`src/rtl/cb_cfg_pkg.sv`:
```
// Shared encodings and sizing helpers for the connection-block configuration loader.
package cb_cfg_pkg;

  typedef enum logic [2:0] {
    ST_IDLE   = 3'd0,
    ST_SHIFT  = 3'd1,
    ST_PARITY = 3'd2,
    ST_COMMIT = 3'd3,
    ST_ERROR  = 3'd4
  } cfg_state_t;

  localparam int SEL_W_DEF  = 10;
  localparam int NUM_CB_DEF = 4;

  // Bit counter must be able to hold TOT itself, not just TOT-1.
  function automatic int cnt_width(input int tot);
    return (tot < 1) ? 1 : $clog2(tot + 1);
  endfunction

endpackage

```
`src/rtl/cb_cfg_shreg.sv`:
```
// TOT-bit shadow shift register, MSB-first fill; with CFG_PARITY_EN it also
// keeps a running even-parity bit over everything shifted since the last clear.
module cb_cfg_shreg #(
  parameter int TOT = 40
) (
  input  logic           clk,
  input  logic           rst_n,
  input  logic           clr,
  input  logic           shift_en,
  input  logic           din,
  output logic [TOT-1:0] q
`ifdef CFG_PARITY_EN
  ,
  output logic           par
`endif
);

  always_ff @(posedge clk or negedge rst_n) begin
    if (!rst_n) begin
      q <= '0;
    end else if (clr) begin
      q <= '0;
    end else if (shift_en) begin
      q <= {q[TOT-2:0], din};
    end
  end

`ifdef CFG_PARITY_EN
  always_ff @(posedge clk or negedge rst_n) begin
    if (!rst_n) begin
      par <= 1'b0;
    end else if (clr) begin
      par <= 1'b0;
    end else if (shift_en) begin
      par <= par ^ din;
    end
  end
`endif

endmodule

```
`src/rtl/cb_cfg_loader.sv`:
```
// Serial config loader: shifts a frame into a shadow register and commits it atomically
// to sel_out. Define CFG_PARITY_EN to add a trailing even-parity bit and the error state.
//
// state     | meaning
// ----------+------------------------------------------------
// ST_IDLE   | waiting for cfg_start, serial input ignored
// ST_SHIFT  | accepting data bits into the shadow register
// ST_PARITY | accepting the frame-check bit (parity build only)
// ST_COMMIT | one cycle, shadow copied to sel_out on exit
// ST_ERROR  | parity mismatch, cfg_err held until next cfg_start
module cb_cfg_loader
  import cb_cfg_pkg::*;
#(
  parameter int SEL_W  = SEL_W_DEF,
  parameter int NUM_CB = NUM_CB_DEF
) (
  input  logic                    clk,
  input  logic                    rst_n,
  input  logic                    cfg_start,
  input  logic                    cfg_valid,
  input  logic                    cfg_bit,
  output logic                    cfg_ready,
  output logic                    cfg_busy,
  output logic                    cfg_done,
  output logic                    cfg_err,
  output logic [NUM_CB*SEL_W-1:0] sel_out
);

  localparam int TOT = NUM_CB * SEL_W;
  localparam int CW  = cnt_width(TOT);
  localparam logic [CW-1:0] LAST = CW'(TOT - 1);

  cfg_state_t     state, state_nxt;
  logic [CW-1:0]  count;
  logic [TOT-1:0] shadow;
  logic           start_ok;
  logic           data_acc;

  assign cfg_ready = (state == ST_SHIFT) || (state == ST_PARITY);
  assign cfg_busy  = (state != ST_IDLE);

  // A start landing on the commit cycle is dropped so the commit always completes.
  assign start_ok  = cfg_start && (state != ST_COMMIT);
  assign data_acc  = (state == ST_SHIFT) && cfg_valid && !cfg_start;

`ifdef CFG_PARITY_EN
  logic par;
  logic par_acc;

  assign par_acc = (state == ST_PARITY) && cfg_valid && !cfg_start;

  cb_cfg_shreg #(.TOT(TOT)) u_shreg (
    .clk      (clk),
    .rst_n    (rst_n),
    .clr      (start_ok),
    .shift_en (data_acc),
    .din      (cfg_bit),
    .q        (shadow),
    .par      (par)
  );
`else
  cb_cfg_shreg #(.TOT(TOT)) u_shreg (
    .clk      (clk),
    .rst_n    (rst_n),
    .clr      (start_ok),
    .shift_en (data_acc),
    .din      (cfg_bit),
    .q        (shadow)
  );
`endif

  always_comb begin
    state_nxt = state;
    case (state)
      ST_IDLE: begin
        if (cfg_start) state_nxt = ST_SHIFT;
      end
      ST_SHIFT: begin
        if (cfg_start) begin
          state_nxt = ST_SHIFT;
        end else if (data_acc && (count == LAST)) begin
`ifdef CFG_PARITY_EN
          state_nxt = ST_PARITY;
`else
          state_nxt = ST_COMMIT;
`endif
        end
      end
`ifdef CFG_PARITY_EN
      ST_PARITY: begin
        if (cfg_start) begin
          state_nxt = ST_SHIFT;
        end else if (par_acc) begin
          state_nxt = (cfg_bit == par) ? ST_COMMIT : ST_ERROR;
        end
      end
      ST_ERROR: begin
        if (cfg_start) state_nxt = ST_SHIFT;
      end
`endif
      ST_COMMIT: state_nxt = ST_IDLE;
      default:   state_nxt = ST_IDLE;
    endcase
  end

  always_ff @(posedge clk or negedge rst_n) begin
    if (!rst_n) begin
      state <= ST_IDLE;
    end else begin
      state <= state_nxt;
    end
  end

  always_ff @(posedge clk or negedge rst_n) begin
    if (!rst_n) begin
      count <= '0;
    end else if (start_ok) begin
      count <= '0;
    end else if (data_acc) begin
      count <= count + 1'b1;
    end
  end

  always_ff @(posedge clk or negedge rst_n) begin
    if (!rst_n) begin
      sel_out  <= '0;
      cfg_done <= 1'b0;
    end else begin
      cfg_done <= (state == ST_COMMIT);
      if (state == ST_COMMIT) sel_out <= shadow;
    end
  end

`ifdef CFG_PARITY_EN
  always_ff @(posedge clk or negedge rst_n) begin
    if (!rst_n) begin
      cfg_err <= 1'b0;
    end else if (start_ok) begin
      cfg_err <= 1'b0;
    end else if (par_acc && (cfg_bit != par)) begin
      cfg_err <= 1'b1;
    end
  end
`else
  assign cfg_err = 1'b0;
`endif

endmodule

```
`config.mk`:
```
export PLATFORM = sky130hd
export DESIGN_NAME = cb_cfg_loader
export DESIGN_NICKNAME = d
export VERILOG_FILES = /design/src/rtl/cb_cfg_pkg.sv /design/src/rtl/cb_cfg_shreg.sv /design/src/rtl/cb_cfg_loader.sv
export SDC_FILE = /design/constraint.sdc
export NUM_CORES = 1
export LEC_CHECK = 0
export CAP_MARGIN = 20
export CORE_MARGIN = 5
export CORE_UTILIZATION = 31
export DETAILED_ROUTE_END_ITERATION = 12
export GPL_TIMING_DRIVEN = 0
export PLACE_DENSITY = 0.54
export SETUP_SLACK_MARGIN = 0.1
export SYNTH_ARGS = -nofsm -noshare
export SYNTH_HDL_FRONTEND = slang
export SYNTH_SLANG_ARGS = --single-unit
```
`constraint.sdc`:
```
create_clock -name clk -period 5.02 [get_ports clk]
set_clock_uncertainty 0.1 [all_clocks]
set_input_delay 0.753 -clock clk [delete_from_list [all_inputs] [get_ports clk]]
set_output_delay 0.753 -clock clk [all_outputs]
set_load 0.02 [all_outputs]
```
==> impl_metrics.csv <==
group,metric,value,unit
setup_path,worst-path-buf-inv,2,
timing,drv_slew,0,
cells_and_area,final_layout_size_suffix_gt1_share,18.8,%
power_and_ir_drop,power_density,330,mW/mm²
floorplanning,start_util,31.2,%
routing,drtIter0Drc,148,
timing,hold_viol,0,
yosys,ys_seq_area_share,63.3,%
global_routing,grtUsageTotal,11.1,%
setup_path,crit_family,"buffers and inverters",
setup_path,startpoint_type,"register",
yosys,syn_inst,305,
setup_path,end_kind,"primary output",
timing,setup-violations-final,0,
clock_network,holdBufCountCts,0,
yosys,synth-edff-count,0,
clock_network,clk_path_buf_depth,2,
global_routing,grt_pass1_vias,2415,
power_and_ir_drop,power_frac_comb,8.9,%
power_and_ir_drop,p_leak,2.02,nW
cells_and_area,fin_util,39.6,%
cells_and_area,area_delta_synth_final,26.8,%
global_routing,overflow,0,
setup_path,startpoint,"state[0]",
routing,num_vias,2335,
setup_path,worstPathArrival,1.68,ns
cells_and_area,fin_nets,373,
power_and_ir_drop,p_sw,351,µW
clock_network,post_cts_buffers,0,
clock_network,clk_latency,0.33,ns
run_status,outcome,"completed",
routing,wl_per_cell,13.6,µm
yosys,synthTopCellsByArea,"dfrtp_1 63%, mux2_2 13%, nand2_1 9.2%",
placed_design,dpl_cell_area,0.00419,mm²
timing,setup_ws,2.48,ns
timing,min_period,2.54,ns
floorplanning,die_area,0.0136,mm²
yosys,synth_ff_type,"dfrtp_1",
yosys,synth_nets,314,
placed_design,dp_hpwl,4.70,mm
floorplanning,io_pins,49,
yosys,avgSynthCellArea,11.5,µm²
cells_and_area,diodes,0,
timing,setup_tns,0,ns
routing,first_pass_iters,4,
placed_design,routabilityCongestion,0.736,
clock_network,ctsResizeCount,0,
clock_network,htreeDepth,3,
setup_path,cp_slowest_cell,"clkdlybuf4s50_1",
cells_and_area,fin_area,0.00446,mm²
global_routing,antenna_found_initial,0,
placed_design,place_ws,2.48,ns
timing,rsz0062_at_grt,"no",
clock_network,clkTransAtPathRegs,0.06,ns
floorplanning,std_cell_rows,39,
clock_network,cts_buffers,9,
power_and_ir_drop,irDropWorstVdd,0.159,mV
cells_and_area,fillCellCount,1123,
setup_path,worstSetupPathType,"reg2out",
global_routing,grt_max_degree,61,
power_and_ir_drop,seqPwrFrac,49.7,%
floorplanning,core-area,0.0113,mm²
clock_network,cts_tree,"yes",
placed_design,io_buffers,47,
yosys,synth_warnings,0,
yosys,yosysTopAreaCellShare,63.3,%
floorplanning,die_h,117,µm
setup_path,crit_required,4.17,ns
routing,drt_wl_total,6.92,mm
power_and_ir_drop,p_int,1.12,mW
routing,viasPerCell,4.58,
setup_path,cp_cell_sequence,"inv_1, ha_1, clkdlybuf4s50_1",
yosys,synth.distinct_cells,23,
run,maxCapViolCount,0,
setup_path,rr_startpoint,"state[0]",
floorplanning,die_w,117,µm
setup_path,slowest_delay,0.60,ns
setup_path,r2r-end,"u_shreg.q[22]",
clock_network,cts_root_buf,"clkbuf_16",
worst_hold_path,min_path_type,"in2async",
yosys,netlist_area,0.00352,mm²
yosys,synthArstFlopShare,100,%
clock_network,cts_sinks,89,
routing,ant_nets,0,
setup_path,ff2ff_path_depth,6,
timing,fmax,394,MHz
setup_path,crit_fanout,4,
power_and_ir_drop,sw_frac_of_total,23.9,%
setup_path,regToRegSetupSlack,3.08,ns
timing,fin_crit_sh,50.5,%
yosys,synth.largest_area_cell,"dfrtp_1",
power_and_ir_drop,clockPowerShare,41.4,%
yosys,synth-seq-cells,89,
routing,route.detailed.drc,0,
global_routing,grt_pass1_wl,11.9,mm
power_and_ir_drop,power.total,1.47,mW
[through the flow]
stage	std cells	hold slack, ns
final	510	0.255
after global routing	510	0.285
after CTS	510	0.262
after detailed placement	496	0.397
after global placement	495	0.383
after floorplan	305	0.357
[sequential cells by signal, indices dropped and copies added (netlist names)]
signal,flops
state,2
cfg_done,1
sel_out,40
u_shreg.q,40
count,6
[cell usage in the layout (no fill, tap or decap)]
cell type        count
clkdlybuf4s50_1     46
nand3_1              1
a211oi_1             1
clkinvlp_4           1
clkbuf_16            9
dfrtp_1             89
clkbuf_1             8
nand4_1              2
mux2_2              40
buf_16               1
or2b_1               1
nor2_1               3
clkbuf_8             2
and3b_1              1
ha_1                 4
mux2i_1              2
o211ai_1             1
xnor2_1              1
conb_1               1
o31ai_1              2
nor2b_1              1
inv_1                3
clkinv_2             2
nand2_1             86
buf_2               11
buf_4                2
nand3b_4             1
a21oi_1             43
or4_1                2
[worst reg2reg max path, cell delays in order, from the launching register on]
cell and delay [ns]:
dfrtp_1 0.41, ha_1 0.23, clkbuf_1 0.16, nor2b_1 0.12
clkbuf_1 0.28, clkbuf_1 0.41, a21oi_1 0.10
[cell type report]
type	instances	area, µm²	share of cell area (%)
Buffer	20	92.6	2.07
Sequential cell	89	2230	49.9
Clock buffer	11	253	5.66
Clock inverter	3	17.5	0.392
Tap cell	143	179	4.01
Inverter	3	11.3	0.252
Timing Repair Buffer	48	495	11.1
Multi-Input combinational cell	193	1190	26.6
[cells in the mapped netlist (2+ instances only)]
master and n:
or4_1 2, nor2_1 3, nand2_1 86, mux2_2 40, o31ai_1 2, mux2i_1 2
nand4_1 2, a21oi_1 43, dfrtp_1 89, ha_1 4, buf_2 11, clkbuf_1 8
inv_1 3
[metal layers]
metal | track usage (%) | vias to the layer above | share of wire [%]
met4 | 4.59 | 0 | 1.2
met1 | 14.7 | 1157 | 47
li1 | - | 1129 | -
met3 | 2.80 | 10 | 5.7
met2 | 17.4 | 39 | 46
met5 | 0 | - | 0
[worst max-delay path by stage]
| stage | end | slack (ns) | depth (start not counted) |
|---|---|---|---|
| finish | cfg_ready | 2.48 | 3 |
| CTS | cfg_ready | 2.47 | 3 |
| detailed placement | u_shreg.q[22] | 2.48 | 5 |
| global route | cfg_ready | 2.41 | 3 |
| floorplan | count[5] | 3.29 | 3 |
| global placement | sel_out[3] | -0.18 | 1 |
[cells by family after synthesis]
logic type	after synthesis	synth area share, %
adder cells (fa/ha/maj)	4	1.42
buffers and inverters	23	2.95
flip-flops	89	63.3
AO/OA/AOI/OAI	47	6.97
AND/OR/NAND/NOR	98	11.6
other	1	0.107
XOR/XNOR	1	0.249
multiplexers	42	13.4
[power groups by stage]
stage / Clock [mW] / Sequential (mW) / Combinational [mW]
floorplan: 0 / 0.743 / 0.0756
global placement: 0 / 0.744 / 0.129
detailed placement: 0 / 0.744 / 0.133
CTS: 0.629 / 0.731 / 0.135
global route: 0.658 / 0.732 / 0.149
finish: 0.610 / 0.731 / 0.131
No activity file was read; power rests on OpenSTA's default activity.
